## config.mk

```make
export PLATFORM = sky130hd
export DESIGN_NAME = alu_rr_scheduler
export DESIGN_NICKNAME = d
export VERILOG_FILES = /design/src/rtl/alu_pkg.sv /design/src/rtl/alu_rr_scheduler_arbiter.sv /design/src/rtl/alu_rr_scheduler.sv
export SDC_FILE = /design/constraint.sdc
export NUM_CORES = 1
export LEC_CHECK = 0
export ABC_AREA = 1
export CAP_MARGIN = 15
export CELL_PAD_IN_SITES_DETAIL_PLACEMENT = 2
export CELL_PAD_IN_SITES_GLOBAL_PLACEMENT = 2
export CORE_MARGIN = 2
export CORE_UTILIZATION = 22
export DETAILED_ROUTE_END_ITERATION = 10
export GPL_ROUTABILITY_DRIVEN = 1
export MAX_ROUTING_LAYER = met4
export PLACE_DENSITY = 0.85
export REMOVE_ABC_BUFFERS = 1
export SLEW_MARGIN = 5
export SYNTH_ARGS = -nofsm -noshare
export SYNTH_HDL_FRONTEND = slang
export SYNTH_SLANG_ARGS = --single-unit
```

## constraint.sdc

```tcl
create_clock -name clk -period 2.05 [get_ports clk]
set_clock_uncertainty 0.1 [all_clocks]
set_input_delay 0.3075 -clock clk [delete_from_list [all_inputs] [get_ports clk]]
set_output_delay 0.3075 -clock clk [all_outputs]
set_load 0.02 [all_outputs]
```

## src/rtl/alu_pkg.sv

```systemverilog
// alu_pkg: shared alu widths, opcode field indices and scheduler state encoding
package alu_pkg;
  localparam int ALU_W = 16;
  localparam int ALU_OPW = 6;
  localparam int OP_SLT = 0;
  localparam int OP_DIR = 1;
  localparam int OP_AMT8 = 2;
  localparam int OP_AMT4 = 3;
  localparam int OP_AMT2 = 4;
  localparam int OP_AMT1 = 5;
  localparam logic [1:0] S_IDLE = 2'd0;
  localparam logic [1:0] S_EXEC = 2'd1;
  localparam logic [1:0] S_RESP = 2'd2;
  typedef logic [ALU_W-1:0] word_t;
  typedef logic [ALU_OPW-1:0] opcode_t;
  // Opcode fields are numbered from the MSB: field 0 is op[ALU_OPW-1].
  function automatic logic op_bit(input opcode_t op, input int f);
    return op[ALU_OPW-1-f];
  endfunction
endpackage

```

## src/rtl/alu_rr_scheduler_arbiter.sv

```systemverilog
// rr_arbiter: combinational round-robin pick of the first request at or after ptr
module rr_arbiter #(
  parameter int N = 2,
  parameter int PW = (N > 1) ? $clog2(N) : 1
) (
  input  logic [N-1:0]  req,
  input  logic [PW-1:0] ptr,
  output logic [N-1:0]  gnt,
  output logic [PW-1:0] idx,
  output logic          any
);
  int j;
  always_comb begin
    gnt = '0;
    idx = '0;
    any = 1'b0;
    j = 0;
    for (int k = 0; k < N; k++) begin
      j = int'(ptr) + k;
      j = (j >= N) ? j - N : j;
      if (!any && req[j]) begin
        any = 1'b1;
        gnt[j] = 1'b1;
        idx = PW'(j);
      end
    end
  end
endmodule

```

## src/rtl/alu_rr_scheduler.sv

```systemverilog
// alu_rr_scheduler: round-robin sharing of one alu among NREQ requesters, one op in flight
module alu_rr_scheduler
  import alu_pkg::*;
#(
  parameter int NREQ = 2,
  parameter int WIDTH = ALU_W,
  parameter int OPW = ALU_OPW
) (
  input  logic                  clk,
  input  logic                  reset,
  input  logic [NREQ-1:0]       req_valid,
  output logic [NREQ-1:0]       req_ready,
  input  logic [NREQ*WIDTH-1:0] req_a,
  input  logic [NREQ*WIDTH-1:0] req_b,
  input  logic [NREQ*OPW-1:0]   req_op,
  output logic [NREQ-1:0]       rsp_valid,
  input  logic [NREQ-1:0]       rsp_ready,
  output logic [WIDTH-1:0]      rsp_data,
  output logic [WIDTH-1:0]      alu_inp0,
  output logic [WIDTH-1:0]      alu_inp1,
  output logic [OPW-1:0]        alu_opcode,
  input  logic [WIDTH-1:0]      alu_opt,
  output logic                  busy
);
  localparam int PW = (NREQ > 1) ? $clog2(NREQ) : 1;
  logic [1:0] state;
  logic [PW-1:0] rr_ptr, owner, grant;
  logic [NREQ-1:0] gnt;
  logic any;
  rr_arbiter #(.N(NREQ), .PW(PW)) u_arb (
    .req(req_valid),
    .ptr(rr_ptr),
    .gnt(gnt),
    .idx(grant),
    .any(any)
  );
  always_comb begin
    req_ready = (state == S_IDLE) ? gnt : '0;
    rsp_valid = (state == S_RESP) ? (NREQ'(1) << owner) : '0;
    busy = state != S_IDLE;
  end
  always_ff @(posedge clk) begin
    if (reset) begin
      state <= S_IDLE;
      rr_ptr <= '0;
      owner <= '0;
      rsp_data <= '0;
      alu_inp0 <= '0;
      alu_inp1 <= '0;
      alu_opcode <= '0;
    end else begin
      case (state)
        S_IDLE: if (any) begin
          alu_inp0 <= req_a[grant*WIDTH +: WIDTH];
          alu_inp1 <= req_b[grant*WIDTH +: WIDTH];
          alu_opcode <= req_op[grant*OPW +: OPW];
          owner <= grant;
          state <= S_EXEC;
        end
        S_EXEC: begin
          rsp_data <= alu_opt;
          state <= S_RESP;
        end
        S_RESP: if (rsp_ready[owner]) begin
          rr_ptr <= (owner == PW'(NREQ - 1)) ? '0 : owner + PW'(1);
          state <= S_IDLE;
        end
        default: state <= S_IDLE;
      endcase
    end
  end
endmodule
```

==> Word level (Yosys, flattened, before mapping) <==
Index checks and enable logic that the tools add are counted.
{ "op_classes": {"n_addsub": 4, "multipliers": 1, "magnitude_cmp": 7, "n_eq_ne": 4, "n_shift": 4, "muxes": 26, "bitwise": 1, "n_reduce_logical": 9} }
{ "op_table": {"columns": ["cell", "count"], "rows": [
  ["greater-or-equal comparator 32 x 1 -> 1 bit (second input constant)", 2],
  ["< comparator 32 x 3 -> 1 bit (second input constant)", 2],
  ["two-way mux 32 bit", 2],
  ["variable part select 32 x 6 -> 16 bit", 2],
  ["greater-or-equal comparator 32 x 3 -> 1 bit (second input constant)", 1],
  ["subtractor 32 x 3 -> 32 bit (second input constant)", 1],
  ["two-way mux 1 bit", 15],
  ["two-way mux 2 bit", 6],
  ["variable part select 12 x 5 -> 6 bit", 1],
  ["one-hot mux 2 bit (3 select lines)", 1],
  ["AND reduction 2 bit", 3],
  ["logical AND 1 bit", 3],
  ["multiplier 1 x 2 -> 3 bit (second input constant)", 1],
  ["subtractor 1 x 2 -> 3 bit (second input constant)", 1],
  ["adder 1 x 1 -> 2 bit (second input constant)", 1],
  ["demux 1 bit (select 1 bit)", 2],
  ["== test 2 x 1 -> 1 bit (second input constant)", 1],
  ["== test 2 bit (second input constant)", 1],
  ["greater-or-equal comparator 1 x 2 -> 1 bit (second input constant)", 1],
  ["logical NOT 2 bit", 1],
  ["< comparator 1 x 2 -> 1 bit (second input constant)", 1],
  ["!= test 2 x 1 -> 1 bit (second input constant)", 1],
  ["!= test 2 bit (second input constant)", 1],
  ["OR 2 bit", 1],
  ["4 further kinds", 4]
]} }
{ "totals": {"register_bits": 58, "inputBits": 98, "out_inout_bits": 59, "word_cells": 63} }

==> Depth between registers and ports, before layout <==
Gate-level depths: netlist (run 1).
{ "logic_depth": {"depth_word": 11, "depth_mapped": 8, "mapped_depth_nobuf": 6} }

==> Modules after synthesis <==
From an unflattened synthesis (run 1), not the netlist that was laid out.
{ "hier_totals": {"cells_unflattened": 401, "area_unflattened_um2": 2652.5} }
{ "by_module_without_submodules": {"columns": ["mod", "instances", "cells_each", "area_per_inst_um2", "seq_area_each_um2"], "rows": [
  ["alu_rr_scheduler", 1, 387, 2597.5, 1161.1],
  ["rr_arbiter", 1, 14, 55.1, 0.0]
]} }

==> Worst setup path before layout (run 1) <==
OpenSTA, ideal clock, no wires.
{ "synth_timing": {"kind": "input port to output port", "startpoint": "in req_valid[1]", "endpoint": "out req_ready[0]", "arrival_ns": 1.141, "required_ns": 1.642, "path_slack_ns": 0.501, "path_stages": 4, "path_buffers": 3, "path_cell_list": "buf_4 buf_4 buf_2 a21oi_1"} }
{ "synth_via": {"elab_chain_cells": 8, "word_cells_on_any_way": 13, "cone_classes": "10 x mux; 1 x bitwise; 2 x reduce/logical"} }
{ "synth_lines": {"columns": ["element", "line_no", "source"], "rows": [
  ["start: declaration", "alu_rr_scheduler.sv:11", "input logic [NREQ-1:0] req_valid,"],
  ["two-way mux 1 bit (implied by the code) (3 in series)", "alu_rr_scheduler_arbiter.sv:21", "if (!any && req[j]) begin"],
  ["two-way mux 1 bit", "alu_rr_scheduler_arbiter.sv:21", null],
  ["logical NOT 1 bit", "alu_rr_scheduler_arbiter.sv:21", null],
  ["logical AND 1 bit", "alu_rr_scheduler_arbiter.sv:21", null],
  ["two-way mux 2 bit *", "alu_rr_scheduler_arbiter.sv:21", null],
  ["two-way mux 2 bit *", "alu_rr_scheduler.sv:38", "req_ready = (state == S_IDLE) ? gnt : '0;"],
  ["end: declaration", "alu_rr_scheduler.sv:12", "output logic [NREQ-1:0] req_ready,"]
]} }
Mark *: on every way between the ends. The rest lies on a longest branch, timed or not. The select of a mux whose other input is x is not followed.

==> Worst setup path in the final report (run 1) <==
{ "layout_timing": {"startpoint": "reg state[1]", "endpoint": "out busy"} }
{ "layout_via": {"elab_chain_cells": 1} }
{ "layout_lines": {"columns": ["element", "line_no", "source"], "rows": [
  ["start: declaration", "alu_rr_scheduler.sv:26", "logic [1:0] state;"],
  ["start signal: assignment", "alu_rr_scheduler.sv:44", "state <= S_IDLE;"],
  ["start signal: assignment", "alu_rr_scheduler.sv:58", "state <= S_EXEC;"],
  ["start signal: assignment", "alu_rr_scheduler.sv:62", "state <= S_RESP;"],
  ["nonzero test 2 bit", "alu_rr_scheduler.sv:40", "busy = state != S_IDLE;"],
  ["end: declaration", "alu_rr_scheduler.sv:23", "output logic busy"]
]} }
Every way passes these cells.

==> metrics.yaml, run 1 <==
pwr:
  leakagePower_nw: 1.96
  seq_power_share_pct: 31.8
  switching_share_pct: 30.2
  ir_drop_uv: 478
  power_density_mw_per_mm2: 839
  clock_power_share_pct: 39.1
  switchingPower_mw: 1.27
  total_power_mw: 4.19
  intPower_mw: 2.93
  p_comb_share_pct: 29.1
setup_path:
  crit_type: "reg2out"
  path_max_fanout: 3
  critPathArrivalTime_ns: 1.58
  r2r_cells: 7
  startpoint_type: "register"
  rrSetupSlack_ns: 0.35
  critPathRequiredTime_ns: 1.64
  end_kind: "output port"
  r2r-start: "rr_ptr$_SDFFE_PP0P_"
  endpoint: "busy"
  setup.worst_path.start: "state[1]$_SDFFE_PP0P_"
  rr_endpoint: "alu_inp0[15]$_SDFFE_PP0P_"
die:
  start_util_pct: 22.5
  die_w_um: 120
  fp-row-count: 42
  io_pins: 157
  core-area_sq_mm: 0.0132
  die_h_um: 120
  die_area_sq_mm: 0.0145
synth:
  synth-seq-cells: 58
  avgSynthCellArea_sq_um: 7.44
  ys_seq_area_share_pct: 38.9
  ys_warn_count: 0
  syn_inst: 401
  synthDistinctLibCells: 21
  synth_area_sq_mm: 0.00298
route:
  num_vias: 3341
  drt_wl_total_um: 12100
  firstDrtPassIters: 4
  drt_iter0_drc: 122
  wl_per_cell_um: 16.6
  antenna_left: 0
  wl_met2_um: 6250
  top_layer: "met4"
  drc: 0
  viasPerCell: 4.60
  routedLengthMet1_um: 4770
  met3_length_um: 881
run_status:
  status: "finished clean"
sta:
  fmax_mhz: 504
  fin_crit_ns: 1.98
  finalSetupViolCount: 0
  relSlewSlack_pct: 76.4
  tightest_slew_ns: 0.354
  fin_crit_sh_pct: 96.8
  setup_tns_ns: 0
  final-hold-violation-count: 0
  slew_violations: 0
  timing.hold.ws_ns: 0.404
  grt_setup_unrepaired: "false"
layout:
  nFillCells: 1549
  final_nets: 642
  drive_above_1_share_pct: 17.3
  syn_to_final_growth_pct: 67.6
  fin_util_pct: 37.7
global_routing:
  globalRouteOverflowTotal: 0
  grt_antenna_before_repair: 1
  grt_pass1_vias: 3840
  track_usage_pct: 17.8
  grt_pass1_wl_um: 19400
  grt_max_degree: 72
clock_network:
  root_buffer: "clkbuf_16"
  clk_pin_slew_worst_paths_ns: 0.05
  tritoncts: "done"
  clk_path_buf_depth: 2
  cts_sinks: 58
  clk_latency_ns: 0.34
  ctsHoldBuffers: 0
  numCtsBuffers: 9
  h-tree-depth: 3
  cts_resized: 5
  cts_setup_buffers: 0
placement:
  gp_congestion: 0.720
  port_buffers: 156
  dpl.hpwl_um: 8800
min_path:
  hold_class: "reg2reg"
flow_run:
  cap_viol_max_count: 0
==> how the worst min path moves through the flow <==
| stage | startpoint | to | slack (ns) | cells after the start |
|---|---|---|---|---|
| 6_report | rr_ptr$_SDFFE_PP0P_ | rr_ptr$_SDFFE_PP0P_ | 0.40 | 2 |
| 3_5_place_dp | rr_ptr$_SDFFE_PP0P_ | rr_ptr$_SDFFE_PP0P_ | 0.40 | 2 |
| 5_1_grt | rr_ptr$_SDFFE_PP0P_ | rr_ptr$_SDFFE_PP0P_ | 0.44 | 2 |
| 4_1_cts | rr_ptr$_SDFFE_PP0P_ | rr_ptr$_SDFFE_PP0P_ | 0.41 | 2 |
| 2_1_floorplan | reset | rr_ptr$_SDFFE_PP0P_ | 0.28 | 1 |
| 3_3_place_gp | rr_ptr$_SDFFE_PP0P_ | rr_ptr$_SDFFE_PP0P_ | 0.38 | 2 |
==> registers in the layout, indices dropped and copies added, names as in the netlist <==
name	cells
alu_inp0	16
alu_inp1	16
state	2
rr_ptr	1
rsp_data	16
alu_opcode	6
owner	1
==> kinds of logic (layout without fill, tap and decap cells) <==
group,count (synthesis),count (layout),synth area share [%]
buf+inv,42,190,7.81
compound gates,96,96,19.3
flops,58,58,38.9
other cells,0,1,0
simple gates,205,205,33.9
==> stage by stage <==
step | worst slack, ns | std cells | area (sq um)
detailed placement | -0.162 | 709 | 4680
finish | 0.0663 | 726 | 5000
global route | 0.00326 | 726 | 5000
global placement | -0.0333 | 709 | 4680
floorplan | 0.197 | 368 | 2780
CTS | 0.0440 | 725 | 4990
==> critical path, cell delays in order (launching register included) <==
cell             delay [ns]
dfxtp_1                0.41
inv_2                  0.08
nand2_4                0.12
clkdlybuf4s50_1        0.61
==> routing by layer <==
metal	GRT usage (%)	up-vias
met5	-	-
met4	4.72	0
met3	6.65	19
met2	31.4	107
met1	18.7	1612
li1	-	1603
==> synth_stat cells, drive strengths merged <==
master | instances | area [sq um]
a21oi | 3 | 15.0
dfxtp | 58 | 1160
nor2 | 116 | 567
buf | 20 | 150
a21boi | 38 | 285
inv | 9 | 33.8
o21ai | 55 | 275
clkbuf | 13 | 48.8
nand2 | 48 | 240
nand3 | 41 | 205
==> placed cells by master, fill, tap and decap left out, types with 9 or more instances in the layout <==
cell             netlist  routed
o21ai_0               48      48
a21boi_0              30      30
nor2_2                40      41
clkdlybuf4s50_1        0     151
nand2_2               21      21
nand3_1               41      41
nand2_1               26      26
clkbuf_16              0       9
nor2_1                73      72
dfxtp_1               58      58
==> layout make-up <==
class	count	area (sq um)	area share, %
repair buffers	165	1670	33.4
multi-input cells	301	1590	31.8
flip-flops and latches	58	1160	23.2
clock buffers	10	239	4.78
well taps	176	220	4.41
clock inverters	6	80.1	1.60
inverters	9	33.8	0.676
diodes	1	2.50	0.0501
==> power by group through the flow <==
stage	Sequential, mW	Combinational, mW	Clock (mW)
final	1.33	1.22	1.64
after floorplan	1.50	0.418	0
after CTS	1.34	1.24	1.70
after global placement	1.35	1.18	0
after detailed placement	1.36	1.24	0
after global routing	1.35	1.33	1.74
(Power assumes the default switching activity.)
==> inputs of run 2 (changes only) <==
Settings changed: CELL_PAD_IN_SITES_DETAIL_PLACEMENT 2 to 0, CORE_UTILIZATION 22 to 20, PLACE_DENSITY 0.85 to 0.78.
Clock period 2.05 ns to 2.2 ns, I/O delays scaled along.
==> run 2 against run 1 <==
Net effect: combinational power is 11% lower; clock power is 21% lower; register-to-register slack better by 0.45 ns; critical endpoint is now req_ready[1]; largest cell class unchanged; via count is 7.3% lower.
==> metrics.yaml, run 2 (same netlist as run 1, synthesis figures left out) <==
die:
  io_pins: 157  # unchanged
  fp-row-count: 44  # +4.8%
  die_h_um: 126  # +4.7%
  core-area_sq_mm: 0.0145  # +9.8%
  start_util_pct: 20.5  # -2.0 points
  die_area_sq_mm: 0.0159  # +9.7%
  die_w_um: 126  # +4.7%
route:
  met3_length_um: 788  # -11%
  wl_per_cell_um: 12.8  # -23%
  viasPerCell: 4.24  # -8.0%
  num_vias: 3096  # -7.3%
  drt_wl_total_um: 9380  # -22%
  routedLengthMet1_um: 4170  # -13%
  drt_iter0_drc: 86  # -30%
  top_layer: "met4"
  firstDrtPassIters: 4  # unchanged
  drc: 0  # unchanged
  wl_met2_um: 4280  # -32%
  antenna_left: 0  # unchanged
pwr:
  clock_power_share_pct: 35.8  # -3.3 points
  intPower_mw: 2.52  # -14%
  switching_share_pct: 30.4  # +0.18 points
  switchingPower_mw: 1.10  # -13%
  leakagePower_nw: 1.93  # -1.8%
  seq_power_share_pct: 34.1  # +2.3 points
  p_comb_share_pct: 30.2  # +1.1 points
  power_density_mw_per_mm2: 733  # -13%
  ir_drop_uv: 350  # -27%
  total_power_mw: 3.63  # -14%
setup_path:
  rr_endpoint: "alu_inp1[13]$_SDFFE_PP0P_"
  startpoint_type: "input port"
  r2r_cells: 6  # -1
  crit_type: "in2out"
  rrSetupSlack_ns: 0.80  # +0.45 ns
  critPathArrivalTime_ns: 1.68  # +0.10 ns
  critPathRequiredTime_ns: 1.77  # +0.13 ns
  r2r-start: "rr_ptr$_SDFFE_PP0P_"
  end_kind: "output port"
  path_max_fanout: 3  # unchanged
clock_network:
  ctsHoldBuffers: 0  # unchanged
  root_buffer: "clkbuf_16"
  clk_path_buf_depth: 2  # unchanged
  clk_latency_ns: 0.33  # about the same
  numCtsBuffers: 9  # unchanged
  cts_setup_buffers: 0  # unchanged
  clk_pin_slew_worst_paths_ns: 0.05  # about the same
  h-tree-depth: 3  # unchanged
  cts_sinks: 58  # unchanged
  tritoncts: "done"
sta:
  final-hold-violation-count: 0  # unchanged
  fin_crit_ns: 2.11
  tightest_slew_ns: 0.342  # -0.0124 ns
  finalSetupViolCount: 0  # unchanged
  grt_setup_unrepaired: "false"
  relSlewSlack_pct: 77.2  # +0.77 points
  timing.hold.ws_ns: 0.308  # -0.0958 ns
  slew_violations: 0  # unchanged
  setup_ws_ns: 0.0902  # +0.0239 ns
  fmax_mhz: 474
  fin_crit_sh_pct: 95.9
  setup_tns_ns: 0  # unchanged
layout:
  diodes: 0  # -1
  nFillCells: 1543  # -0.39%
  final_nets: 641  # -0.16%
  syn_to_final_growth_pct: 66.0
  multi_input_area_sq_mm: 0.00159  # -0.16%
  final_common_cell: "clkdlybuf4s50_1"
  drive_above_1_share_pct: 16.6  # -0.67 points
  reg_top3: "alu_inp0 x16, alu_inp1 x16, rsp_data x16"
  layout_common_cells: "153 x clkdlybuf4s50_1, 73 x nor2_1, 58 x dfxtp_1"
  regArea_sq_mm: 0.00116  # unchanged
min_path:
  hold_class: "in2reg"
  worstHoldEndpoint: "owner$_SDFFE_PP0P_"
  hold_start: "req_valid[1]"
  worstHoldPathCells: 3  # +1
placement:
  dpl.hpwl_um: 6600  # -25%
  dp_slack_ns: 0.0801  # +0.242 ns
  gp_congestion: 0.714  # -0.82%
  port_buffers: 156  # unchanged
global_routing:
  track_usage_pct: 12.2  # -5.6 points
  grt_max_degree: 77  # +6.9%
  globalRouteOverflowTotal: 0  # unchanged
  grt_antenna_before_repair: 0  # -1
  grt_pass1_vias: 3024  # -21%
  grt_pass1_wl_um: 15200  # -22%
run_status:
  status: "finished clean"
flow_run:
  cap_viol_max_count: 0  # unchanged
## run 2: metal layers
layer | track usage, % | up-vias
met3 | 4.97 | 9
met4 | 4.46 | 0
li1 | - | 1602
met5 | - | -
met2 | 18.4 | 110
met1 | 14.6 | 1375
## run 2: cell type report
| class | instances | area share [%] |
|---|---|---|
| tap | 184 | 4.65 |
| timing repair buffer | 164 | 33.6 |
| clock inverter | 3 | 0.303 |
| sequential | 58 | 23.5 |
| multi-input combinational | 301 | 32.1 |
| inverter | 9 | 0.683 |
| clock buffer | 12 | 5.18 |
## run 2: timing repair
item / CTS / global route
hold endpoints to repair: 0 / 0
endpoints found under the setup margin: 2 / 0
resized for setup: 2 / 0
## run 2: power groups by stage
stage | registers, mW | clock network, mW | logic, mW
floorplan | 1.40 | 0 | 0.390
global placement | 1.25 | 0 | 1.10
CTS | 1.24 | 1.35 | 1.11
finish | 1.24 | 1.30 | 1.09
detailed placement | 1.26 | 0 | 1.11
global route | 1.25 | 1.39 | 1.19
## run 2: worst max-delay path by stage
stage / from / endpoint / slack (ns) / cells past startpoint
floorplan: rr_ptr$_SDFFE_PP0P_ / req_ready[1] / 0.32 / 4
global placement: req_valid[0] / req_ready[1] / 0.09 / 5
detailed placement: req_valid[0] / req_ready[1] / 0.08 / 5
CTS: req_valid[0] / req_ready[1] / 0.08 / 5
global route: req_valid[0] / req_ready[1] / 0.03 / 5
finish: req_valid[0] / req_ready[1] / 0.09 / 5
## run 2: stage by stage
| step | utilization, % | cell area, sq um | std cells |
|---|---|---|---|
| after floorplan | - | 2780 | 368 |
| after global placement | 32.2 | 4680 | 716 |
| after detailed placement | 32.2 | 4680 | 716 |
| after CTS | 34.0 | 4950 | 731 |
| after global routing | 34.0 | 4950 | 731 |
| final | 34.0 | 4950 | 731 |
## run 2: critical path, stage by stage
cell and delay, ns:
clkdlybuf4s50_1 0.45, nand2_2 0.12, nand2_1 0.07, nor2_1 0.10, clkdlybuf4s50_1 0.61
==> inputs of run 3 (changes only) <==
Settings changed: CTS_CLUSTER_DIAMETER set to 60, TNS_END_PERCENT set to 100.
==> results of run 3 <==
No change in the layout: final DEF, timing and power equal those of run 2.
